**src/rtl/core_sequencer.sv**
```systemverilog
`default_nettype none
// ============================================================================
// Module      : core_sequencer
// Description : Layer-level instruction sequencer for the core datapath.
//               Emits one 35-bit inst word per cycle. The stages are weight
//               stream, flush, activation stream, output drain, optional
//               accumulate and done.
// Options     : SEQ_ACC_PHASE_EN adds the ACC (psum read-back) phase.
// Revision    : 1.0 - initial release
// ============================================================================
module core_sequencer #(
   parameter int ROW     = 8,
   parameter int COL     = 8,
   parameter int ADDR_BW = 11
) (
   input  logic               clk,
   input  logic               reset,
   input  logic               start,
   input  logic [ADDR_BW-1:0] cfg_w_base,
   input  logic [ADDR_BW-1:0] cfg_x_base,
   input  logic [ADDR_BW-1:0] cfg_p_base,
   input  logic [ADDR_BW-1:0] cfg_n_x,
   input  logic               cfg_relu,
   input  logic               ofifo_valid,
   output logic [34:0]        inst,
   output logic               busy,
   output logic               done
);
   localparam int          CW          = ADDR_BW + 1;
   localparam logic [34:0] c_IDLE_INST = 35'h1_800C_0000;

   typedef enum logic [2:0] {
      S_IDLE    = 3'd0,
      S_WSTREAM = 3'd1,
      S_WFLUSH  = 3'd2,
      S_XSTREAM = 3'd3,
      S_DRAIN   = 3'd4,
      S_ACC     = 3'd5,
      S_DONE    = 3'd6
   } state_t;

   state_t             state_q, state_d;
   logic [CW-1:0]      cnt_q, cnt_d;
   logic [ADDR_BW-1:0] w_base_q, w_base_d, x_base_q, x_base_d;
   logic [ADDR_BW-1:0] p_base_q, p_base_d, n_x_q, n_x_d;
   logic [34:0]        inst_q, inst_d;
   logic               busy_q, done_q;
   logic [CW-1:0]      w_lim;
   logic [ADDR_BW-1:0] w_base;
`ifdef SEQ_ACC_PHASE_EN
   logic               relu_q, relu_d;
`else
   logic               w_unused_relu;
   assign w_unused_relu = cfg_relu;
`endif

   always_comb begin
      state_d  = state_q;
      cnt_d    = cnt_q;
      w_base_d = w_base_q;
      x_base_d = x_base_q;
      p_base_d = p_base_q;
      n_x_d    = n_x_q;
`ifdef SEQ_ACC_PHASE_EN
      relu_d   = relu_q;
`endif
      inst_d   = c_IDLE_INST;
      w_lim    = '0;
      w_base   = '0;

      case (state_q)
         S_IDLE: begin
            if (start) begin
               w_base_d = cfg_w_base;
               x_base_d = cfg_x_base;
               p_base_d = cfg_p_base;
               n_x_d    = cfg_n_x;
`ifdef SEQ_ACC_PHASE_EN
               relu_d   = cfg_relu;
`endif
               cnt_d    = '0;
               state_d  = (cfg_n_x == '0) ? S_DONE : S_WSTREAM;
            end
         end
         S_WSTREAM: begin
            if (cnt_q == CW'(COL + 1)) begin
               state_d = S_WFLUSH;
               cnt_d   = '0;
            end else begin
               cnt_d = cnt_q + CW'(1);
            end
         end
         S_WFLUSH: begin
            if (cnt_q == CW'(ROW + COL - 1)) begin
               state_d = S_XSTREAM;
               cnt_d   = '0;
            end else begin
               cnt_d = cnt_q + CW'(1);
            end
         end
         S_XSTREAM: begin
            if (cnt_q == {1'b0, n_x_q} + CW'(1)) begin
               state_d = S_DRAIN;
               cnt_d   = '0;
            end else begin
               cnt_d = cnt_q + CW'(1);
            end
         end
         S_DRAIN: begin
            if (cnt_q == {1'b0, n_x_q}) begin
`ifdef SEQ_ACC_PHASE_EN
               state_d = S_ACC;
`else
               state_d = S_DONE;
`endif
               cnt_d   = '0;
            end
         end
`ifdef SEQ_ACC_PHASE_EN
         S_ACC: begin
            if (cnt_q == {1'b0, n_x_q}) begin
               state_d = S_DONE;
               cnt_d   = '0;
            end else begin
               cnt_d = cnt_q + CW'(1);
            end
         end
`endif
         S_DONE:  state_d = S_IDLE;
         default: state_d = S_IDLE;
      endcase

      // inst is registered, so it is built from the state/index being entered.
      case (state_d)
         S_WSTREAM, S_XSTREAM: begin
            if (state_d == S_WSTREAM) begin
               w_lim  = CW'(COL);
               w_base = w_base_d;
            end else begin
               w_lim  = {1'b0, n_x_d};
               w_base = x_base_d;
            end
            if (cnt_d < w_lim) begin
               inst_d[19]           = 1'b0;
               inst_d[7 +: ADDR_BW] = w_base + cnt_d[ADDR_BW-1:0];
            end
            if (cnt_d >= CW'(1) && cnt_d <= w_lim)
               inst_d[2] = 1'b1;
            if (cnt_d >= CW'(2)) begin
               inst_d[3] = 1'b1;
               if (state_d == S_WSTREAM) inst_d[0] = 1'b1;
               else                      inst_d[1] = 1'b1;
            end
         end
         S_DRAIN: begin
            if (ofifo_valid) begin
               inst_d[6]             = 1'b1;
               inst_d[32]            = 1'b0;
               inst_d[31]            = 1'b0;
               inst_d[20 +: ADDR_BW] = p_base_d + cnt_d[ADDR_BW-1:0];
               cnt_d                 = cnt_d + CW'(1);
            end
         end
`ifdef SEQ_ACC_PHASE_EN
         S_ACC: begin
            if (cnt_d < {1'b0, n_x_d}) begin
               inst_d[32]            = 1'b0;
               inst_d[20 +: ADDR_BW] = p_base_d + cnt_d[ADDR_BW-1:0];
            end
            if (cnt_d >= CW'(1))
               inst_d[33] = 1'b1;
            inst_d[34] = relu_d;
         end
`endif
         default: ;
      endcase
   end

   always_ff @(posedge clk) begin
      if (reset) begin
         state_q  <= S_IDLE;
         cnt_q    <= '0;
         w_base_q <= '0;
         x_base_q <= '0;
         p_base_q <= '0;
         n_x_q    <= '0;
`ifdef SEQ_ACC_PHASE_EN
         relu_q   <= 1'b0;
`endif
         inst_q   <= c_IDLE_INST;
         busy_q   <= 1'b0;
         done_q   <= 1'b0;
      end else begin
         state_q  <= state_d;
         cnt_q    <= cnt_d;
         w_base_q <= w_base_d;
         x_base_q <= x_base_d;
         p_base_q <= p_base_d;
         n_x_q    <= n_x_d;
`ifdef SEQ_ACC_PHASE_EN
         relu_q   <= relu_d;
`endif
         inst_q   <= inst_d;
         busy_q   <= (state_d != S_IDLE);
         done_q   <= (state_d == S_DONE);
      end
   end

   assign inst = inst_q;
   assign busy = busy_q;
   assign done = done_q;

endmodule
`default_nettype wire

```
**config.mk**
```make
export PLATFORM = sky130hd
export DESIGN_NAME = core_sequencer
export DESIGN_NICKNAME = d
export VERILOG_FILES = /design/src/rtl/core_sequencer.sv
export SDC_FILE = /design/constraint.sdc
export NUM_CORES = 1
export LEC_CHECK = 0
export CAP_MARGIN = 0
export CORE_MARGIN = 2
export CORE_UTILIZATION = 40
export CTS_BUF_LIST = sky130_fd_sc_hd__clkbuf_2
export CTS_CLUSTER_DIAMETER = 50
export DETAILED_ROUTE_END_ITERATION = 10
export PLACE_DENSITY = 0.75
export SYNTH_ARGS = -nofsm -noshare
export SYNTH_HDL_FRONTEND = slang
export SYNTH_SLANG_ARGS = --single-unit
```
**constraint.sdc**
```tcl
create_clock -name clk -period 5.1 [get_ports clk]
set_input_delay 0.765 -clock clk [delete_from_list [all_inputs] [get_ports clk]]
set_output_delay 0.765 -clock clk [all_outputs]
set_load 0.02 [all_outputs]
```
## Yosys cells after proc, flatten, opt, wreduce, memory -nomap -nowiden

Index checks and enable logic that the tools add are counted.

- Multiplexer cells: 34
- $lt $le $gt $ge: 4
- Reduce and logical (&&, ||, !) cells: 10
- Bitwise gates (word level): 5
- Equality and inequality tests: 12
- $add $sub $neg: 5

Operators with widths:

| cell | number |
|---|---|
| 11-bit two-way mux | 11 |
| 12-bit two-way mux | 8 |
| 12-bit one-hot mux with 5 select lines | 1 |
| 12-bit by 1-bit adder with 12-bit output (second input constant) | 2 |
| 12-bit by 4-bit equality test with 1-bit output (second input constant) | 2 |
| 11-bit adder | 2 |
| 3-bit two-way mux | 6 |
| 3-bit one-hot mux with 5 select lines | 1 |
| 13-bit two-way mux | 1 |
| 11-bit by 1-bit adder with 12-bit output (second input constant) | 1 |
| 12-bit by 11-bit equality test with 1-bit output | 1 |
| 12-bit equality test | 1 |
| 12-bit by 1-bit greater-or-equal comparator with 1-bit output (second input constant) | 1 |
| 12-bit by 2-bit greater-or-equal comparator with 1-bit output (second input constant) | 1 |
| 12-bit less-or-equal comparator | 1 |
| 12-bit < comparator | 1 |
| 11-bit zero test | 1 |
| 3-bit by 2-bit equality test with 1-bit output (second input constant) | 3 |
| 3-bit equality test (second input constant) | 3 |
| 3-bit OR reduction | 3 |
| 3-bit by 1-bit equality test with 1-bit output (second input constant) | 2 |
| 1-bit two-way mux | 6 |
| 2-bit OR reduction | 3 |
| 1-bit inverter | 5 |
| other kinds (3) | 3 |

- Bits of input ports: 49
- Output and inout port bits: 37
- Logic and storage cells: 84
- Flip-flop bits (word level): 96

## Longest topological paths before layout

Gate-level depths: netlist (run 1).

- Word-level depth: 10
- Gate-level depth with buffers: 22
- Depth with buffers taken out: 21

## Worst setup path before layout (run 1)

Ideal clock, no wire load.

- Path type: input to register
- Start point: input port start
- End point: register inst_q[17], in the netlist inst[17]
- Setup time: 80 ps
- Data arrival time: 4852 ps
- Stages on the path: 21
- Path slack: 168 ps
- Cell sequence: nor4b_1 > and4_1 > or2_2 > clkbuf_1 > nor3_1 > clkbuf_1 > clkbuf_1 > a211oi_1 > a21oi_1 > ha_1 > inv_1 > fa_1 > nor2b_1 > o21ai_0 > a21boi_0 > o21ai_0 > a21oi_1 > o211ai_1 > and3_1 > o21ai_0 > nor3b_1

- Word-level cells in the longest chain between the ends: 8

RTL lines:

| what | line | text |
|---|---|---|
| start, declared | 18 | `input logic start,` |
| 3-bit two-way mux | 73 | `if (start) begin` |
| 3-bit one-hot mux with 5 select lines | 71 | `case (state_q)` |
| 3-bit by 1-bit equality test with 1-bit output | 134, 136 |  |
| 11-bit two-way mux | 136 | `if (state_d == S_WSTREAM) begin` |
| 12-bit two-way mux | 134 | `case (state_d)` |
| 12-bit < comparator | 143 | `if (cnt_d < w_lim) begin` |
| 1-bit inverter (no source line) | -- |  |
| 3-bit OR reduction (no source line) | -- |  |
| end signal, assigned | 190 | `inst_q <= c_IDLE_INST;` |
| end signal, assigned | 203 | `inst_q <= inst_d;` |
| end, declared | 46 | `logic [34:0] inst_q, inst_d;` |

Parallel ways exist; a longest one is shown, timed or not. The select of a mux whose other input is x is not followed.
A chain may end at the register's enable or synchronous reset.

## Final worst setup path (run 1)

- Start point: register cnt_q[8]
- End point: register inst_q[16], in the netlist inst[16]

- Word-level cells in the longest chain between the ends: 9

RTL lines:

| what | line | text |
|---|---|---|
| start, declared | 43 | `logic [CW-1:0] cnt_q, cnt_d;` |
| start signal, assigned | 195 | `cnt_q <= cnt_d;` |
| 12-bit by 11-bit equality test with 1-bit output (tied with other cells) | 110 | `if (cnt_q == {1'b0, n_x_q}) begin` |
| 3-bit two-way mux, on equally long branches | -- |  |
| 3-bit one-hot mux with 5 select lines | 71 |  |
| 3-bit by 1-bit equality test with 1-bit output | 134, 136 |  |
| 11-bit two-way mux | 136 |  |
| 12-bit two-way mux | 134 |  |
| 12-bit < comparator | 143 |  |
| 1-bit inverter (no source line) | -- |  |
| 3-bit OR reduction (no source line) | -- |  |

Parallel ways exist; a longest one is shown, timed or not. The select of a mux whose other input is x is not followed.

==> impl.org, run 1 <==
** Outcome
- The flow ran to the end, and the final reports show no timing, DRC or antenna violations.

** Detailed routing
- Total wirelength of the detailed-routed design :: 16.27 mm
- Violation count after the first detailed-route iteration :: roughly 340
- Remaining design rule violation count :: 0
- Using the TritonRoute via totals, the vias-per-cell ratio works out to between 5 and 6.
- Routed vias :: 5,770
- Remaining antenna violation count after routing :: 0
- Routed wire length per instance :: between 15 and 20 um
- Number of iterations in the first detailed-routing pass :: 5

** Finish
- The repair_antennas step left the layout with diodes totalling 0.
- Proportion of layout cells with a drive suffix above 1 :: 14.77%
- Fill cells in the final layout number between 1,000 and 1,500.
- Compared with the post-synthesis result, the final layout area differs by 24.19%.
- Post-route standard cell area excluding fillers :: about 0.0075 sq mm
- Count of nets after finishing :: 964

** Min path
- The min-delay analysis places its worst path in the category reg -> reg.
- The worst hold path begins at x_base_q[8].

** Flow run
- Max-cap violations in this run came to 0.

** Floorplan
- The core region is ~0.015 sq mm.
- Die Width :: roughly 130 um
- Top-Level Pins :: 86
- In this run the core area contains 44 standard-cell rows.
- Area enclosed by the die boundary :: around 0.016 sq mm
- Starting density of the core :: a little over 40%
- From bottom edge to top edge, the die measures roughly 130 um.

** Power
- The clock network is responsible for ~22% of the overall power.
- Internal power component :: roughly 1000 uW
- Combinational cells account for between 20% and 30% of the total power.
- Sw power :: 500.3 uW
- For this design the ratio of total power to cell area is slightly above 200 mW/mm^2.
- Proportion of total power due to net switching :: between 30% and 40%
- Share of total power in sequential cells :: just over 50%
- Worst voltage drop across the vdd grid :: 0.0001303 V
- Leak :: 3.105 nW

** Global route
- The number of global-route vias before repair was 5,308.
- In the global route stage, overall resource usage came out at just over 20%.
- The total overflow left after global routing is 0.
- Entering global routing, the biggest net connects 67 pins.
- The initial antenna violation count was 0.
- The first global-routing pass estimated roughly 27 mm of wire.

** STA
- Achievable frequency :: 211.8 MHz
- Max-slew headroom :: between 50% and 60%
- Share of the clock period used by the worst path :: 92.58%
- Setup repair after global routing missed its margin :: no
- Final-report max-slew violation count :: 0
- WHS :: about 470 ps
- The final hold violation count was 0.
- Measured slew at the worst slew-check pin :: 739.8 ps
- Setup violations remaining at the end of the flow were counted as 0.
- The worst path in the final design needs a cycle of roughly 4700 ps, including I/O delays and setup.
- Setup skew after layout :: 39.31 ps

** Logic synthesis
- Post-synthesis cell area :: ~0.006 sq mm
- Synthesized netlist cell count :: ~760
- Post-synth ARST share :: 0%
- In this run, distinct cell masters in the synthesized netlist total just under 80.
- Sequential element share of the synthesized area :: a little under a third
- The synthesized design contains 0 enable-type register cells.
- After synthesis the netlist holds a flip-flop and latch count of 90.
- The most used flip-flop cell after synthesis is dfxtp_1.
- Yosys Warn Count :: 0
- In this run the mean area of a mapped cell was a little under 8 sq um.

** Setup path
- In this run the worst setup path begins at cnt_q[8].
- Maximum fanout encountered on the critical timing path :: 8
- The worst setup path is of the reg -> reg kind.
- STA puts the critical path data required time at between 5000 and 6000 ps.
- Arrival time at the worst endpoint :: approximately 5300 ps
- In this run the critical register-to-register path is launched from cnt_q[8].
- Type of origin of the critical path :: register
- STA classifies the critical path endpoint as a register.

** Clock network
- Clock tree synthesis found a total of 90 sinks.
- Clock Pin Slew Worst Setup and Hold Paths :: approximately 260 ps
- The clock passes through at most 2 buffers.
- Clock root buffer :: clkbuf_2
- Hold buffer count at cts :: 0
- Clock latency on the worst-skew pair, taken at its later pin, is slightly above 600 ps.
- CTS built an H-tree with a depth of 3.
- TritonCTS built the clock tree.
- In this run, CTS created clock tree buffers numbering 9.

** Place
- Detailed placement ended at an HPWL of 12.44 mm.
- PortBufs :: a little under 80
- The placed instances occupy a cell area of between 0.007 and 0.008 sq mm.
- The congestion estimate from routability-driven global placement came to 0.9406.
## power by group through the flow
| stage | combinational, mW | clock (mW) | sequential (mW) |
|---|---|---|---|
| floorplan | 0.249 | 0 | 0.781 |
| global placement | 0.400 | 0 | 0.774 |
| detailed placement | 0.405 | 0 | 0.775 |
| CTS | 0.407 | 0.341 | 0.761 |
| global route | 0.460 | 0.365 | 0.767 |
| finish | 0.415 | 0.323 | 0.761 |
## final cells by class
class	count	area, sq um	share of cell area, %
clock buffer	10	50.05	0.6716
clock inverter	6	41.29	0.5541
inverter	32	120.1	1.612
multi-input combinational	586	3844	51.58
sequential	90	1803	24.19
tap	184	230.2	3.089
timing repair buffer	156	1364	18.30
## layout by cell type, fill, tap and decap left out, drive strengths merged, types with 9 or more instances in the layout
| cell | netlist | layout |
|---|---|---|
| nor3 | 22 | 22 |
| ha | 38 | 38 |
| o21ai | 21 | 21 |
| xnor2 | 26 | 26 |
| inv | 31 | 32 |
| a21oi | 77 | 77 |
| mux2i | 25 | 25 |
| nor4 | 12 | 12 |
| clkdlybuf4s50 | 0 | 78 |
| a21o | 12 | 12 |
| nand2 | 98 | 98 |
| or2 | 11 | 11 |
| and3 | 9 | 9 |
| nand3 | 17 | 17 |
| buf | 24 | 78 |
| nor2b | 21 | 21 |
| xor2 | 9 | 9 |
| dfxtp | 90 | 90 |
| a211oi | 11 | 11 |
| nor2 | 53 | 53 |
| clkbuf | 26 | 10 |
## cell usage after synthesis, types with 5 or more instances
master	instances	share of area (%)
or2_2	11	1.1
ha_1	38	7.9
mux2i_1	25	4.2
nor4_1	10	1.0
o21bai_1	6	0.75
nand4_1	8	0.83
o31ai_1	6	0.75
inv_1	30	1.9
a21o_1	9	1.1
a31oi_1	5	0.52
a21oi_1	77	6.4
a211oi_1	11	1.4
and2_1	7	0.73
nand2_1	98	6.1
o22ai_1	5	0.52
o211ai_1	6	0.75
buf_6	5	0.94
clkbuf_1	25	1.6
o21ai_0	19	1.6
buf_2	7	0.58
xnor2_1	26	3.8
nand2b_1	6	0.63
or4_1	5	0.63
nand3_1	16	1.3
nor2_1	53	3.3
nor3b_1	7	0.88
nor2b_1	21	2.2
buf_4	11	1.4
nor3_1	22	1.8
and3_1	8	0.83
or3_1	7	0.73
dfxtp_1	90	30
xor2_1	9	1.3
## state kept, by name, indices dropped and copies added (netlist names)
| register | flops |
|---|---|
| inst | 29 |
| w_base_q | 11 |
| busy | 1 |
| x_base_q | 11 |
| done | 1 |
| state_q | 3 |
| p_base_q | 11 |
| n_x_q | 11 |
| cnt_q | 12 |
## routing by layer
| metal | part of all wire (%) | GRT usage, % |
|---|---|---|
| met5 | 0 | 0 |
| met4 | 2.7 | 8.080 |
| met3 | 4.7 | 3.121 |
| met2 | 48 | 34.38 |
| met1 | 45 | 26.70 |
## kinds of logic after synthesis
family / count (synthesis) / synth area share [%]
AOI/OAI and AO/OA: 183 / 19.77
adders and majority gates: 40 / 8.591
other: 2 / 0.1252
and+or+nand+nor: 297 / 25.23
xor gates and xnor gates: 35 / 5.109
muxes: 26 / 4.358
DFF: 90 / 30.03
buffers and inverters: 82 / 6.797
## repair_timing
action | CTS | global route
setup endpoints to repair | 0 | 12
setup buffers | 0 | 6
gates resized for setup | 0 | 7
## path summary, 6_finish.rpt
| path | slack [ps] | depth (start not counted) | endpoint |
|---|---|---|---|
| setup / recovery | 380 | 20 | inst[16] |
| hold / removal | 470 | 2 | x_base_q[8] |
| setup reg to reg | 380 | 20 | inst[16] |
| hold reg to reg | 470 | 2 | x_base_q[8] |
## critical path, stage by stage (launching register included)
cell,delay [ps]
dfxtp_1,620
xnor2_1,170
or4_2,670
o311ai_0,100
buf_4,190
o21bai_1,90
buf_4,170
nor3_1,220
a21o_2,220
inv_1,90
ha_1,310
a21o_1,160
a21o_1,170
a21oi_1,130
nor2b_1,60
o21ai_0,150
nand2b_1,80
a221oi_1,410
nand3_1,290
buf_4,260
a21oi_1,100
## through the flow
stage / total power, mW / worst slack [ps] / instances / TNS [ps] / utilization, %
finish: 1.499 / 378.5 / 1064 / 0 / 51.08
global route: 1.591 / 11.28 / 1064 / 0 / 51.08
CTS: 1.509 / 8.159 / 1058 / 0 / 50.56
detailed placement: 1.179 / -404.3 / 1042 / -1071 / 49.93
global placement: 1.174 / -277.3 / 1042 / -821.3 / 49.93
floorplan: 1.030 / 168.0 / 758 / 0 / -
Power figures use the tool's default switching activity.
==> run 2: changes to the inputs <==
CORE_MARGIN = unset   (was 2)
PLACE_DENSITY = 0.7   (was 0.75)
==> run 2 against run 1 <==
Die area down 3.1%. Setup slack worse by 110 ps. Critical endpoint is now inst[12]. Maximum frequency down 2.2%. Sequential share of layout area increased by 0.78 points. Critical path type unchanged.
==> impl.org, run 2 (same netlist as run 1, synthesis figures left out) <==
** Outcome
- Result of the run: completed (unchanged).

** Global route
- Initial antenna violation count :: 0 (unchanged)
- The total grt overflow is 0 (unchanged).
- Global-route wire length before repair :: 25.92 mm (was 26.60 mm)
- The global-route usage over all layers was 20.84% (was 20.57%).
- Via count of the first global-routing pass :: 5,155 (was 5,308)
- The pin count of the biggest net entering global routing was 63 (was 67).

** Detailed routing
- The wire length after detailed routing is 15.87 mm (was 16.27 mm).
- The mean routed wirelength per cell came to 15.41 um (was 15.29 um).
- The first-pass iteration count of the detailed router came to 5 (unchanged).
- The count of antenna-violating nets left after detailed routing is 0 (unchanged).
- Routed vias :: 5,572 (was 5,770)
- Violation count after the first detailed-route iteration :: 268 (was 343)
- Remaining design rule violation count :: 0 (unchanged)
- Post-detailed-route via-to-cell ratio :: 5.410 (was 5.423)

** Place
- The placed wire-length estimate was 12.08 mm (was 12.44 mm).
- Total cell area at the placement stage :: 0.007072 sq mm (was 0.007284 sq mm)
- Gp weighted congestion :: 0.9264 (was 0.9406)
- PortBufs :: 79 (unchanged)
- The placed cell count was 1,012 (was 1,042).

** Finish
- Most frequent cells in the layout :: nand2_1 (98), dfxtp_1 (90), clkdlybuf4s50_1 (78) (was nand2_1 (98), dfxtp_1 (89), clkdlybuf4s50_1 (78))
- The final design instance area without fill is 0.007214 sq mm (was 0.007452 sq mm).
- Max reg flops :: 29 (unchanged)
- The final cell count without fillers is 1,030 (was 1,064).
- The layout cell share with drive strength beyond 1 came to 10.87% (was 14.77%).
- Area delta synth->final :: 20.23% (was 24.19%)
- The number of diodes added for antenna fixing was 0 (unchanged).
- The final net count was 930 (was 964).
- Final core utilization :: 49.45% (was 51.08%)
- The most common library cell in the layout ignoring fill and taps is nand2_1 (unchanged).

** Clock network
- Number of buffers created by CTS :: 9 (unchanged)
- The clock insertion delay at the later pin of the skew report came to 590 ps (was 620 ps).
- Clock sink count :: 90 (unchanged)
- The clock root buffer is clkbuf_2 (unchanged).
- Maximum count of clock buffers along a single path :: 2 (unchanged)
- The CTS H-tree depth was 3 (unchanged).
- The clock transition at the registers of the reported paths was 260 ps (about the same).
- Clock tree from TritonCTS :: yes (unchanged)

** Floorplan
- The die span in y was 124.5 um (was 126.5 um).
- Die Width :: 124.5 um (was 126.5 um)
- FP Rows :: 44 (unchanged)
- The initial core utilization came to 41.13% (unchanged).
- The area of the core was 0.01459 sq mm (unchanged).
- Top-Level Pins :: 86 (unchanged)
- The die outline area was 0.01550 sq mm (was 0.01600 sq mm).

** Setup path
- Most used cell, CP :: buf_4 (unchanged)
- Largest stage delay on the critical path :: 660 ps (was 670 ps)
- CP Data Required Time :: 5640 ps (was 5660 ps)
- Worst path cell trace: xnor2_1, or4_2, o311ai_0, buf_4, o21bai_1, o31ai_4, buf_4, nor3_1, a21o_1, ha_1, a21o_1, a21oi_1, nor2b_1, o21ai_0, nand2b_1, a221oi_1, nand3_1, buf_4, nor2_1 (was xnor2_1, or4_2, o311ai_0, buf_4, o21bai_1, buf_4, nor3_1, a21o_2, inv_1, ha_1, a21o_1, a21o_1, a21oi_1, nor2b_1, o21ai_0, nand2b_1, a221oi_1, nand3_1, buf_4, a21oi_1).
- The maximum fanout encountered on the critical timing path came to 8 (unchanged).
- The slowest stage cell on the critical path is or4_2 (unchanged).
- Arrival time at the worst endpoint :: 5370 ps (was 5280 ps)
- The critical path capture point type is a register (unchanged).
- The critical setup path kind was reg -> reg (unchanged).
- Type of origin of the critical path :: register (unchanged)

** Min path
- The path category of the worst min-delay check is reg -> reg (unchanged).

** STA
- The achievable frequency came to 207.1 MHz (was 211.8 MHz).
- Measured slew at the worst slew-check pin :: 710.5 ps (was 739.8 ps)
- Setup violations, final :: 0 (unchanged)
- Max-slew headroom :: 52.46% (was 50.68%)
- Final critical path time including I/O delays and setup :: 4830 ps (was 4721 ps)
- The clock skew was 32.04 ps (was 39.31 ps).
- Share of the clock period used by the worst path :: 94.70% (was 92.58%)
- The final hold violation count came to 0 (unchanged).
- The number of pins with negative max-slew slack in the final report is 0 (unchanged).
- Setup repair after global routing missed its margin :: yes (was no)

** Power
- Logic pwr share :: 26.1% (was 27.7%)
- The largest vdd supply drop came to 0.0001172 V (was 0.0001303 V).
- Sw power :: 490.0 uW (was 500.3 uW)
- Internal power component :: 1.035 mW (was 998.5 uW)
- Leak :: 2.955 nW (was 3.105 nW)
- The total power divided by cell area is 211.3 mW/mm^2 (was 201.1 mW/mm^2).
- Share of total power in sequential cells :: 49.8% (was 50.8%)
- Proportion of total power due to net switching :: 32.14% (was 33.38%)
- The relative contribution of the clock network to total power came to 24.1% (was 21.5%).

** Flow run
- Max_cap viols :: 0 (unchanged)
## run 2: cell count changes in the layout (fill, tap and decap cells not counted), sizes merged
cell,previous run,this run
buf,78,44
bufinv,0,1
clkbuf,10,11
clkinvlp,2,1
inv,32,31
## run 2: layer usage
metal | track usage [%] | up-vias | wire length [um]
li1 | - | 2834 | -
met1 | 25.79 | 2540 | 6921
met2 | 34.22 | 156 | 7554
met3 | 3.050 | 42 | 695
met4 | 12.40 | 0 | 699
met5 | 0 | - | 0
## run 2: critical path, delay by kind of cell (launching register included)
kind	cells	cell delay, ps
compound gates	8	1730
simple gates	6	1280
fa+ha+maj	1	320
buf+inv	3	680
flops	1	580
xor+xnor	1	160
## run 2: layout make-up
cell class | instances | area (sq um)
Fill cell | 1417 | 7375
Multi-Input combinational cell | 586 | 3831
Sequential cell | 90 | 1802
Timing Repair Buffer | 122 | 1121
Tap cell | 184 | 230.2
Inverter | 32 | 120.1
Clock buffer | 11 | 55.05
Clock inverter | 5 | 55.05
## run 2: path summary, 6_finish.rpt
kind / from / endpoint / slack [ps] / depth (start not counted)
setup reg to reg: cnt_q[8] / inst[12] / 270 / 19
hold / removal: x_base_q[7] / x_base_q[7] / 470 / 2
hold reg to reg: x_base_q[7] / x_base_q[7] / 470 / 2
setup / recovery: cnt_q[8] / inst[12] / 270 / 19
## run 2: timing repair
action / in CTS / in global routing
hold buffers: 0 / 0
buffers inserted: 0 / 2
setup endpoints to repair: 0 / 11
hold endpoints to repair: 0 / 0
resized for setup: 0 / 2
## run 2: stage by stage
step / TNS, ps / power [mW] / hold slack (ps) / setup slack, ps
3_5_place_dp: 0 / 1.165 / 442.2 / 98.56
6_report: 0 / 1.525 / 465.0 / 270.5
3_3_place_gp: 0 / 1.162 / 438.9 / 137.5
4_1_cts: 0 / 1.535 / 469.0 / 205.4
5_1_grt: -23.04 / 1.614 / 486.2 / -23.04
2_1_floorplan: 0 / 1.030 / 431.8 / 168.0
## run 2: power by group through the flow
| stage | Combinational, mW | Clock (mW) | Sequential (mW) |
|---|---|---|---|
| 2_1_floorplan | 0.249 | 0 | 0.781 |
| 3_3_place_gp | 0.389 | 0 | 0.773 |
| 3_5_place_dp | 0.392 | 0 | 0.773 |
| 4_1_cts | 0.394 | 0.381 | 0.760 |
| 5_1_grt | 0.440 | 0.409 | 0.765 |
| 6_report | 0.398 | 0.367 | 0.759 |
